--- config.mk ---
export PLATFORM = sky130hd
export DESIGN_NAME = mem_arbiter_flat
export DESIGN_NICKNAME = d
export VERILOG_FILES = /design/src/rtl/mem_arbiter_pkg.sv /design/src/rtl/mem_arbiter_if.sv /design/src/rtl/mem_line_buffer.sv /design/src/rtl/mem_arbiter.sv /design/src/flat_wrapper.sv
export SDC_FILE = /design/constraint.sdc
export NUM_CORES = 1
export LEC_CHECK = 0
export CAP_MARGIN = 30
export CORE_UTILIZATION = 36
export DETAILED_ROUTE_END_ITERATION = 7
export PLACE_DENSITY = 0.66
export RECOVER_POWER = 25
export SYNTH_ARGS = -nofsm -noshare
export SYNTH_HDL_FRONTEND = slang
export SYNTH_SLANG_ARGS = --single-unit
--- constraint.sdc ---
create_clock -name clk -period 3.6 [get_ports clk]
set_input_delay 0.54 -clock clk [delete_from_list [all_inputs] [get_ports clk]]
set_output_delay 0.54 -clock clk [all_outputs]
set_load 0.02 [all_outputs]
--- src/rtl/mem_arbiter_pkg.sv ---
// Shared widths, beat count and state encoding for the memory arbiter and its line buffer.
package mem_arbiter_pkg;

    localparam int WORD             = 32;
    localparam int CACHE_LINE_WIDTH = 128;
    localparam int BEATS            = CACHE_LINE_WIDTH / WORD;

    typedef enum logic [2:0] {
        ST_IDLE = 3'd0,
        ST_D_WR = 3'd1,
        ST_D_RD = 3'd2,
        ST_I_RD = 3'd3,
        ST_RESP = 3'd4
    } arb_state_t;

    function automatic logic is_burst(input arb_state_t s);
        return (s == ST_D_WR) || (s == ST_D_RD) || (s == ST_I_RD);
    endfunction

endpackage

--- src/rtl/mem_arbiter_if.sv ---
// Cache-side request handshakes and the word-wide memory bus of the arbiter.
interface mem_arbiter_if
    import mem_arbiter_pkg::*;
#(
    parameter int ADDR_W = WORD,
    parameter int WORD_W = WORD,
    parameter int LINE_W = CACHE_LINE_WIDTH
);
    logic              icache_rd_req;
    logic [ADDR_W-1:0] icache_rd_addr;
    logic              icache_rd_ready;
    logic [LINE_W-1:0] icache_rd_data;

    logic              dcache_rd_req;
    logic [ADDR_W-1:0] dcache_rd_addr;
    logic              dcache_rd_ready;
    logic [LINE_W-1:0] dcache_rd_data;

    logic              dcache_wr_req;
    logic [ADDR_W-1:0] dcache_wr_addr;
    logic [LINE_W-1:0] dcache_wr_data;
    logic              dcache_wr_done;

    logic              mem_req;
    logic              mem_we;
    logic [ADDR_W-1:0] mem_addr;
    logic [WORD_W-1:0] mem_wdata;
    logic              mem_ack;
    logic [WORD_W-1:0] mem_rdata;

    // Arbiter side: serves the caches, masters the memory bus.
    modport slave (
        input  icache_rd_req, icache_rd_addr,
        output icache_rd_ready, icache_rd_data,
        input  dcache_rd_req, dcache_rd_addr,
        output dcache_rd_ready, dcache_rd_data,
        input  dcache_wr_req, dcache_wr_addr, dcache_wr_data,
        output dcache_wr_done,
        output mem_req, mem_we, mem_addr, mem_wdata,
        input  mem_ack, mem_rdata
    );

    modport master (
        output icache_rd_req, icache_rd_addr,
        input  icache_rd_ready, icache_rd_data,
        output dcache_rd_req, dcache_rd_addr,
        input  dcache_rd_ready, dcache_rd_data,
        output dcache_wr_req, dcache_wr_addr, dcache_wr_data,
        input  dcache_wr_done,
        input  mem_req, mem_we, mem_addr, mem_wdata,
        output mem_ack, mem_rdata
    );

endinterface

--- src/rtl/mem_line_buffer.sv ---
// Beat counter plus one line register used as write source or read assembly target.
module mem_line_buffer
    import mem_arbiter_pkg::*;
#(
    parameter int WORD_W = WORD,
    parameter int LINE_W = CACHE_LINE_WIDTH
) (
    input  logic                              clk,
    input  logic                              rst,
    input  logic                              load,
    input  logic [LINE_W-1:0]                 load_line,
    input  logic                              ack,
    input  logic                              capture,
    input  logic [WORD_W-1:0]                 rdata,
    output logic [$clog2(LINE_W/WORD_W)-1:0]  beat,
    output logic                              last,
    output logic [WORD_W-1:0]                 wr_word,
    output logic [LINE_W-1:0]                 line_next
);
    localparam int NBEATS = LINE_W / WORD_W;
    localparam int BEAT_W = $clog2(NBEATS);

    logic [LINE_W-1:0] line_q;

    // Load wins over ack so a chained grant on the final beat restarts at beat 0.
    always_ff @(posedge clk or negedge rst) begin
        if (!rst) begin
            beat   <= '0;
            line_q <= '0;
        end else if (load) begin
            beat   <= '0;
            line_q <= load_line;
        end else if (ack) begin
            beat <= beat + 1'b1;
            if (capture) begin
                line_q[beat*WORD_W +: WORD_W] <= rdata;
            end
        end
    end

    assign last    = (beat == BEAT_W'(NBEATS - 1));
    assign wr_word = line_q[beat*WORD_W +: WORD_W];

    // Line as it will look once the word on the bus this cycle is stored.
    always_comb begin
        line_next = line_q;
        line_next[beat*WORD_W +: WORD_W] = rdata;
    end

endmodule

--- src/rtl/mem_arbiter.sv ---
// Arbitrates I refill, D refill and D writeback onto one memory port as sequential word bursts.
//
// state   | meaning
// --------+-------------------------------------------------------------
// IDLE    | no burst; pick highest-priority request, latch its base
// D_WR    | DCache writeback beats (mem_we=1)
// D_RD    | DCache refill beats
// I_RD    | ICache refill beats
// RESP    | one idle cycle carrying the ready/done pulse
module mem_arbiter
    import mem_arbiter_pkg::*;
#(
    parameter int ADDR_W = WORD,
    parameter int WORD_W = WORD,
    parameter int LINE_W = CACHE_LINE_WIDTH
) (
    input  logic          clk,
    input  logic          rst,
    mem_arbiter_if.slave  bus
);
    localparam int NBEATS     = LINE_W / WORD_W;
    localparam int BEAT_W     = $clog2(NBEATS);
    localparam int BYTE_SHIFT = $clog2(WORD_W / 8);
    localparam logic [ADDR_W-1:0] LINE_MASK = ADDR_W'(LINE_W / 8 - 1);

    arb_state_t        state_q, state_d;
    logic [ADDR_W-1:0] base_q, base_d;
    logic              load;
    logic [LINE_W-1:0] load_line;
    logic              fin_wr, fin_drd, fin_ird;

    logic              burst;
    logic              burst_ack;
    logic              capture;
    logic [BEAT_W-1:0] beat;
    logic              last;
    logic [WORD_W-1:0] wr_word;
    logic [LINE_W-1:0] line_next;

    logic              icache_rd_ready_q, dcache_rd_ready_q, dcache_wr_done_q;
    logic [LINE_W-1:0] icache_line_q, dcache_line_q;

    function automatic logic [ADDR_W-1:0] line_base(input logic [ADDR_W-1:0] a);
        return a & ~LINE_MASK;
    endfunction

    assign burst     = is_burst(state_q);
    assign burst_ack = burst && bus.mem_ack;
    assign capture   = (state_q == ST_D_RD) || (state_q == ST_I_RD);

    always_ff @(posedge clk or negedge rst) begin
        if (!rst) begin
            state_q <= ST_IDLE;
            base_q  <= '0;
        end else begin
            state_q <= state_d;
            base_q  <= base_d;
        end
    end

    always_comb begin
        state_d   = state_q;
        base_d    = base_q;
        load      = 1'b0;
        load_line = '0;
        fin_wr    = 1'b0;
        fin_drd   = 1'b0;
        fin_ird   = 1'b0;
        case (state_q)
            ST_IDLE: begin
                if (bus.dcache_wr_req) begin
                    state_d   = ST_D_WR;
                    base_d    = line_base(bus.dcache_wr_addr);
                    load      = 1'b1;
                    load_line = bus.dcache_wr_data;
                end else if (bus.dcache_rd_req) begin
                    state_d = ST_D_RD;
                    base_d  = line_base(bus.dcache_rd_addr);
                    load    = 1'b1;
                end else if (bus.icache_rd_req) begin
                    state_d = ST_I_RD;
                    base_d  = line_base(bus.icache_rd_addr);
                    load    = 1'b1;
                end
            end
            ST_D_WR: begin
                if (bus.mem_ack && last) begin
                    fin_wr = 1'b1;
                    // Chain straight into the refill so an I request cannot slip in between.
                    if (bus.dcache_rd_req) begin
                        state_d = ST_D_RD;
                        base_d  = line_base(bus.dcache_rd_addr);
                        load    = 1'b1;
                    end else begin
                        state_d = ST_RESP;
                    end
                end
            end
            ST_D_RD: begin
                if (bus.mem_ack && last) begin
                    fin_drd = 1'b1;
                    state_d = ST_RESP;
                end
            end
            ST_I_RD: begin
                if (bus.mem_ack && last) begin
                    fin_ird = 1'b1;
                    state_d = ST_RESP;
                end
            end
            ST_RESP: state_d = ST_IDLE;
            default: state_d = ST_IDLE;
        endcase
    end

    mem_line_buffer #(
        .WORD_W (WORD_W),
        .LINE_W (LINE_W)
    ) u_line_buffer (
        .clk       (clk),
        .rst       (rst),
        .load      (load),
        .load_line (load_line),
        .ack       (burst_ack),
        .capture   (capture),
        .rdata     (bus.mem_rdata),
        .beat      (beat),
        .last      (last),
        .wr_word   (wr_word),
        .line_next (line_next)
    );

    // Pulses land in the cycle after the final ack: RESP, or the first D_RD cycle when chained.
    always_ff @(posedge clk or negedge rst) begin
        if (!rst) begin
            icache_rd_ready_q <= 1'b0;
            dcache_rd_ready_q <= 1'b0;
            dcache_wr_done_q  <= 1'b0;
            icache_line_q     <= '0;
            dcache_line_q     <= '0;
        end else begin
            icache_rd_ready_q <= fin_ird;
            dcache_rd_ready_q <= fin_drd;
            dcache_wr_done_q  <= fin_wr;
            if (fin_ird) begin
                icache_line_q <= line_next;
            end
            if (fin_drd) begin
                dcache_line_q <= line_next;
            end
        end
    end

    assign bus.icache_rd_ready = icache_rd_ready_q;
    assign bus.icache_rd_data  = icache_line_q;
    assign bus.dcache_rd_ready = dcache_rd_ready_q;
    assign bus.dcache_rd_data  = dcache_line_q;
    assign bus.dcache_wr_done  = dcache_wr_done_q;

    assign bus.mem_req   = burst;
    assign bus.mem_we    = (state_q == ST_D_WR);
    assign bus.mem_addr  = burst ? base_q + (ADDR_W'(beat) << BYTE_SHIFT) : '0;
    assign bus.mem_wdata = (state_q == ST_D_WR) ? wr_word : '0;

endmodule

--- src/flat_wrapper.sv ---
// flat-port wrapper written by rule: the top's interface ports become plain ports
module mem_arbiter_flat import mem_arbiter_pkg::*;
#(
    parameter int ADDR_W = WORD,
    parameter int WORD_W = WORD,
    parameter int LINE_W = CACHE_LINE_WIDTH
)
  (clk, rst, bus_icache_rd_req, bus_icache_rd_addr, bus_icache_rd_ready, bus_icache_rd_data, bus_dcache_rd_req, bus_dcache_rd_addr, bus_dcache_rd_ready, bus_dcache_rd_data, bus_dcache_wr_req, bus_dcache_wr_addr, bus_dcache_wr_data, bus_dcache_wr_done, bus_mem_req, bus_mem_we, bus_mem_addr, bus_mem_wdata, bus_mem_ack, bus_mem_rdata);
  mem_arbiter_if #(.ADDR_W(ADDR_W), .WORD_W(WORD_W), .LINE_W(LINE_W)) bus_i ();
  input  logic clk;
  input  logic rst;
  input wire logic [$bits(bus_i.icache_rd_req)-1:0] bus_icache_rd_req;
  input wire logic [$bits(bus_i.icache_rd_addr)-1:0] bus_icache_rd_addr;
  output wire logic [$bits(bus_i.icache_rd_ready)-1:0] bus_icache_rd_ready;
  output wire logic [$bits(bus_i.icache_rd_data)-1:0] bus_icache_rd_data;
  input wire logic [$bits(bus_i.dcache_rd_req)-1:0] bus_dcache_rd_req;
  input wire logic [$bits(bus_i.dcache_rd_addr)-1:0] bus_dcache_rd_addr;
  output wire logic [$bits(bus_i.dcache_rd_ready)-1:0] bus_dcache_rd_ready;
  output wire logic [$bits(bus_i.dcache_rd_data)-1:0] bus_dcache_rd_data;
  input wire logic [$bits(bus_i.dcache_wr_req)-1:0] bus_dcache_wr_req;
  input wire logic [$bits(bus_i.dcache_wr_addr)-1:0] bus_dcache_wr_addr;
  input wire logic [$bits(bus_i.dcache_wr_data)-1:0] bus_dcache_wr_data;
  output wire logic [$bits(bus_i.dcache_wr_done)-1:0] bus_dcache_wr_done;
  output wire logic [$bits(bus_i.mem_req)-1:0] bus_mem_req;
  output wire logic [$bits(bus_i.mem_we)-1:0] bus_mem_we;
  output wire logic [$bits(bus_i.mem_addr)-1:0] bus_mem_addr;
  output wire logic [$bits(bus_i.mem_wdata)-1:0] bus_mem_wdata;
  input wire logic [$bits(bus_i.mem_ack)-1:0] bus_mem_ack;
  input wire logic [$bits(bus_i.mem_rdata)-1:0] bus_mem_rdata;
  assign bus_i.icache_rd_req = bus_icache_rd_req;
  assign bus_i.icache_rd_addr = bus_icache_rd_addr;
  assign bus_icache_rd_ready = bus_i.icache_rd_ready;
  assign bus_icache_rd_data = bus_i.icache_rd_data;
  assign bus_i.dcache_rd_req = bus_dcache_rd_req;
  assign bus_i.dcache_rd_addr = bus_dcache_rd_addr;
  assign bus_dcache_rd_ready = bus_i.dcache_rd_ready;
  assign bus_dcache_rd_data = bus_i.dcache_rd_data;
  assign bus_i.dcache_wr_req = bus_dcache_wr_req;
  assign bus_i.dcache_wr_addr = bus_dcache_wr_addr;
  assign bus_i.dcache_wr_data = bus_dcache_wr_data;
  assign bus_dcache_wr_done = bus_i.dcache_wr_done;
  assign bus_mem_req = bus_i.mem_req;
  assign bus_mem_we = bus_i.mem_we;
  assign bus_mem_addr = bus_i.mem_addr;
  assign bus_mem_wdata = bus_i.mem_wdata;
  assign bus_i.mem_ack = bus_mem_ack;
  assign bus_i.mem_rdata = bus_mem_rdata;
  mem_arbiter #(.ADDR_W(ADDR_W), .WORD_W(WORD_W), .LINE_W(LINE_W)) u_core (.clk(clk), .rst(rst), .bus(bus_i));
endmodule
==> flow_metrics.py <==
metrics = {
    "yosys": {
        "synth.distinct_cells": 45,
        "syn_area_per_cell_sq_um": 9.808,
        "yosys_warnings": 0,
        "yosysSeqAreaShare": 0.5100,
        "ys_ff_latch": 420,
        "syn_inst": 2101,
        "synth_area_sq_mm": 0.02061,
    },
    "floorplanning": {
        "ioPinCount": 587,
        "die-area_sq_mm": 0.05820,
        "dieWidth_um": 241.2,
        "core_area_sq_mm": 0.05650,
        "start_util": 0.3647,
        "die_y_um": 241.2,
        "num_rows": 87,
    },
    "pwr": {
        "power_leakage_nw": 12.56,
        "pwr_density_cell_mw_per_mm2": 854.3,
        "irDropWorstVdd_uv": 650.3,
    },
    "grt": {
        "grt_start_max_net_pins": 179,
        "grt_pass1_wl_um": 117400,
        "track_usage": 0.2707,
        "grt_pass1_vias": 18450,
        "overflow": 0,
        "grt_antenna_before_repair": 10,
    },
    "placement": {
        "place_congestion": 0.9195,
        "place_inst": 3271,
        "io_buffers": 572,
        "place_area_sq_mm": 0.02689,
        "dp_hpwl_um": 55330,
        "preCtsSetupSlack_ns": 0.5097,
    },
    "clock_tree": {
        "cts_tree": "built",
        "cts_sinks": 420,
        "clk_root_buffer_cell": "clkbuf_16",
        "clk_latency_ns": 0.60,
        "cts_inserted_buffers": 48,
        "h-tree-depth": 2,
        "clockBufferDepth": 3,
        "cts.clk_slew.worst_paths_ns": 0.06,
    },
    "critical_path": {
        "worstRegToRegCells": 6,
        "timing.rr.end": "u_core.bus.dcache_rd_data[127]$_DFFE_PN0P_",
        "cp-start-kind": "flip-flop",
        "cp.arrival_ns": 2.91,
        "crit_fanout": 20,
        "endpoint_kind": "output pin",
        "reg2reg_from": "u_core.u_line_buffer.beat[1]$_DFFE_PN0P_",
        "crit_type": "reg -> out",
        "r2r_slack_ns": 0.76,
        "critPathRequiredTime_ns": 3.06,
    },
    "sta": {
        "setup_tns_ns": 0,
        "fin_skew_ns": 0.01961,
        "finalMaxSlewViolations": 73,
        "relSlewSlack": -0.5187,
        "min_period_over_period": 0.9571,
        "fin_ws_ns": 0.1545,
        "max_freq_mhz": 290.2,
        "worst_pin_slew_ns": 2.278,
        "rsz0062_at_grt": "false",
        "min_period_ns": 3.446,
        "setup_violations": 0,
        "report.final.hold_viol_count": 0,
    },
    "min_path": {
        "min_path_cells": 2,
        "min-delay-start": "u_core.bus.dcache_rd_data[37]$_DFFE_PN0P_",
        "hold_class": "reg -> reg",
        "hold_path_end": "u_core.bus.dcache_rd_data[37]$_DFFE_PN0P_",
    },
    "detailed_routing": {
        "routed-via-count": 18180,
        "wl_um": 80270,
        "first_pass_iters": 5,
        "routed_via_density": 5.397,
        "drtAntennaViolNets": 0,
        "drt_first_iter_violations": 1775,
        "drc_errors": 0,
        "routed_wire_length_per_instance_um": 23.83,
    },
    "finish": {
        "n_fill_cell": 5103,
        "fin_nets": 2834,
        "drive_above_1_share": 0.09175,
        "stdcell_count": 3368,
        "design_area_sq_mm": 0.02858,
        "syn_to_final_growth_pct": 38.72,
    },
    "flow_run": {
        "cap_violations": 1,
    },
    "run_status": {
        "violations": "max-capacitance violations, max-slew violations",
        "status": "complete, but fails checks",
    },
}
## power by group
| part | leakage (nW) | internal (W) | switching, W | total, W |
|---|---|---|---|---|
| Sequential | 5.53 | 0.00653 | 0.00122 | 0.00775 |
| Clock | 0.804 | 0.00307 | 0.00211 | 0.00519 |
| Combinational | 6.22 | 0.00509 | 0.00640 | 0.0115 |
## cells in the final DEF (no fill, tap or decap), types with 2 or more instances in the layout
cell and n:
a22oi_1 112, clkdlybuf4s50_1 571, a21oi_1 249, nand3_1 75, and4b_1 2, a21oi_2 10
clkbuf_1 12, o21ai_1 9, nor2_1 133, mux4_2 32, a31oi_1 17, nand2_2 3
clkbuf_8 8, diode_2 7, clkbuf_16 48, and2_1 65, buf_12 18, inv_1 6
nor3_1 2, nand3_2 7, clkbuf_2 2, buf_4 40, bufinv_16 6, nor2b_1 129
ha_2 4, and3_1 17, conb_1 2, nand2_1 260, clkinv_2 7, mux2i_1 128
clkinv_4 3, and2_2 2, dfrtp_1 418, o21ai_0 149, mux2_2 28, clkinvlp_4 3
## per-stage QoR
step | util | power (W) | hold WS (ns)
floorplan | - | 0.01404 | 0.2444
CTS | 0.5055 | 0.02453 | 0.4448
finish | 0.5059 | 0.02442 | 0.4766
global placement | 0.4760 | 0.01899 | 0.4636
global route | 0.5059 | 0.02570 | 0.4633
detailed placement | 0.4760 | 0.01925 | 0.4696
## sequential cells by signal, summed over array words and instances, names as in the netlist
signal	flops
u_core.bus.dcache_rd_data	128
u_core.bus.icache_rd_data	128
u_core.u_line_buffer.line_q	128
u_core.base_q	28
u_core.state_q	3
u_core.u_line_buffer.beat	2
u_core.bus.dcache_rd_ready	1
u_core.bus.dcache_wr_done	1
u_core.bus.icache_rd_ready	1
## kinds of logic (layout without fill, tap and decap cells)
kind of cell    after synthesis  after routing  synth area share
simple gates                711            711            0.1675
compound gates              550            550            0.1508
flops                       420            420            0.5100
buf+inv                     225            728           0.05556
mux                         188            188            0.1125
fa+ha+maj                     5              5          0.003036
other cells                   1              9         0.0001820
xor+xnor                      1              1         0.0004251
## cells in the mapped netlist (all sizes together)
library cell  count  area share
nand2           263       0.048
nor2            134       0.025
a31oi            17      0.0052
mux2i           128       0.062
and2             67       0.020
nor2b           130       0.039
and3b             2     0.00085
inv               7      0.0013
or3b              1     0.00055
nand2b            1     0.00030
or3               1     0.00030
and4bb            2      0.0012
xnor2             1     0.00043
o311ai            1     0.00043
clkbuf           96       0.018
nor4b             1     0.00073
nand3            82       0.022
dfrtp           420        0.51
nor4bb            2     0.00097
a21oi           259       0.065
nand4             1     0.00030
a21boi            1     0.00036
and3             18      0.0055
and2b             1     0.00036
and4b             2     0.00097
nand4b            1      0.0012
o21ba             1     0.00049
o21ai           159       0.039
ha                5      0.0030
conb              1     0.00018
buf             122       0.037
a22oi           112       0.041
mux2             28       0.015
mux4             32       0.035
nor3              2     0.00049
## worst max-delay path: stages, from the launching register on
cell and delay, ns:
dfrtp_1 0.52, or3b_4 0.44, clkinv_2 0.29, buf_12 0.24
and2_1 0.15, clkdlybuf4s50_1 0.68
## how the worst max path moves through the flow
stage | from | end | cells past startpoint
2_1_floorplan | u_core.u_line_buffer.beat[1]$_DFFE_PN0P_ | u_core.bus.icache_rd_data[106]$_DFFE_PN0P_ | 11
3_3_place_gp | u_core.u_line_buffer.beat[0]$_DFFE_PN0P_ | u_core.bus.dcache_rd_data[127]$_DFFE_PN0P_ | 6
3_5_place_dp | u_core.u_line_buffer.beat[0]$_DFFE_PN0P_ | u_core.bus.dcache_rd_data[104]$_DFFE_PN0P_ | 6
4_1_cts | u_core.u_line_buffer.beat[0]$_DFFE_PN0P_ | bus_mem_wdata[30] | 4
5_1_grt | u_core.state_q[1]$_DFFE_PN0P_ | bus_mem_wdata[18] | 5
6_report | u_core.state_q[0]$_DFFE_PN0P_ | bus_mem_wdata[18] | 5
## per-layer routing
layer | track usage | wire [um] | vias to the layer above
met5 | 0 | 27 | -
met2 | 0.4384 | 38370 | 781
li1 | - | - | 8199
met3 | 0.05675 | 5979 | 156
met1 | 0.3595 | 33610 | 9036
met4 | 0.09283 | 2277 | 4
## final cells by class
type | instances | area (sq um) | area share
Inverter | 7 | 27.53 | 0.0009630
Tap cell | 756 | 945.9 | 0.03309
Clock buffer | 67 | 1353 | 0.04732
Timing Repair Buffer | 633 | 6400 | 0.2239
Antenna cell | 7 | 17.52 | 0.0006128
Sequential cell | 420 | 10520 | 0.3679
Clock inverter | 21 | 304.0 | 0.01064
Multi-Input combinational cell | 1457 | 9021 | 0.3156
## timing repair
item	in CTS	in global routing
setup buffers	0	1
hold buffers	1	0
hold endpoints to repair	69	0
gates resized for setup	0	1
endpoints found under the setup margin	0	3
Power figures use the tool's default switching activity.
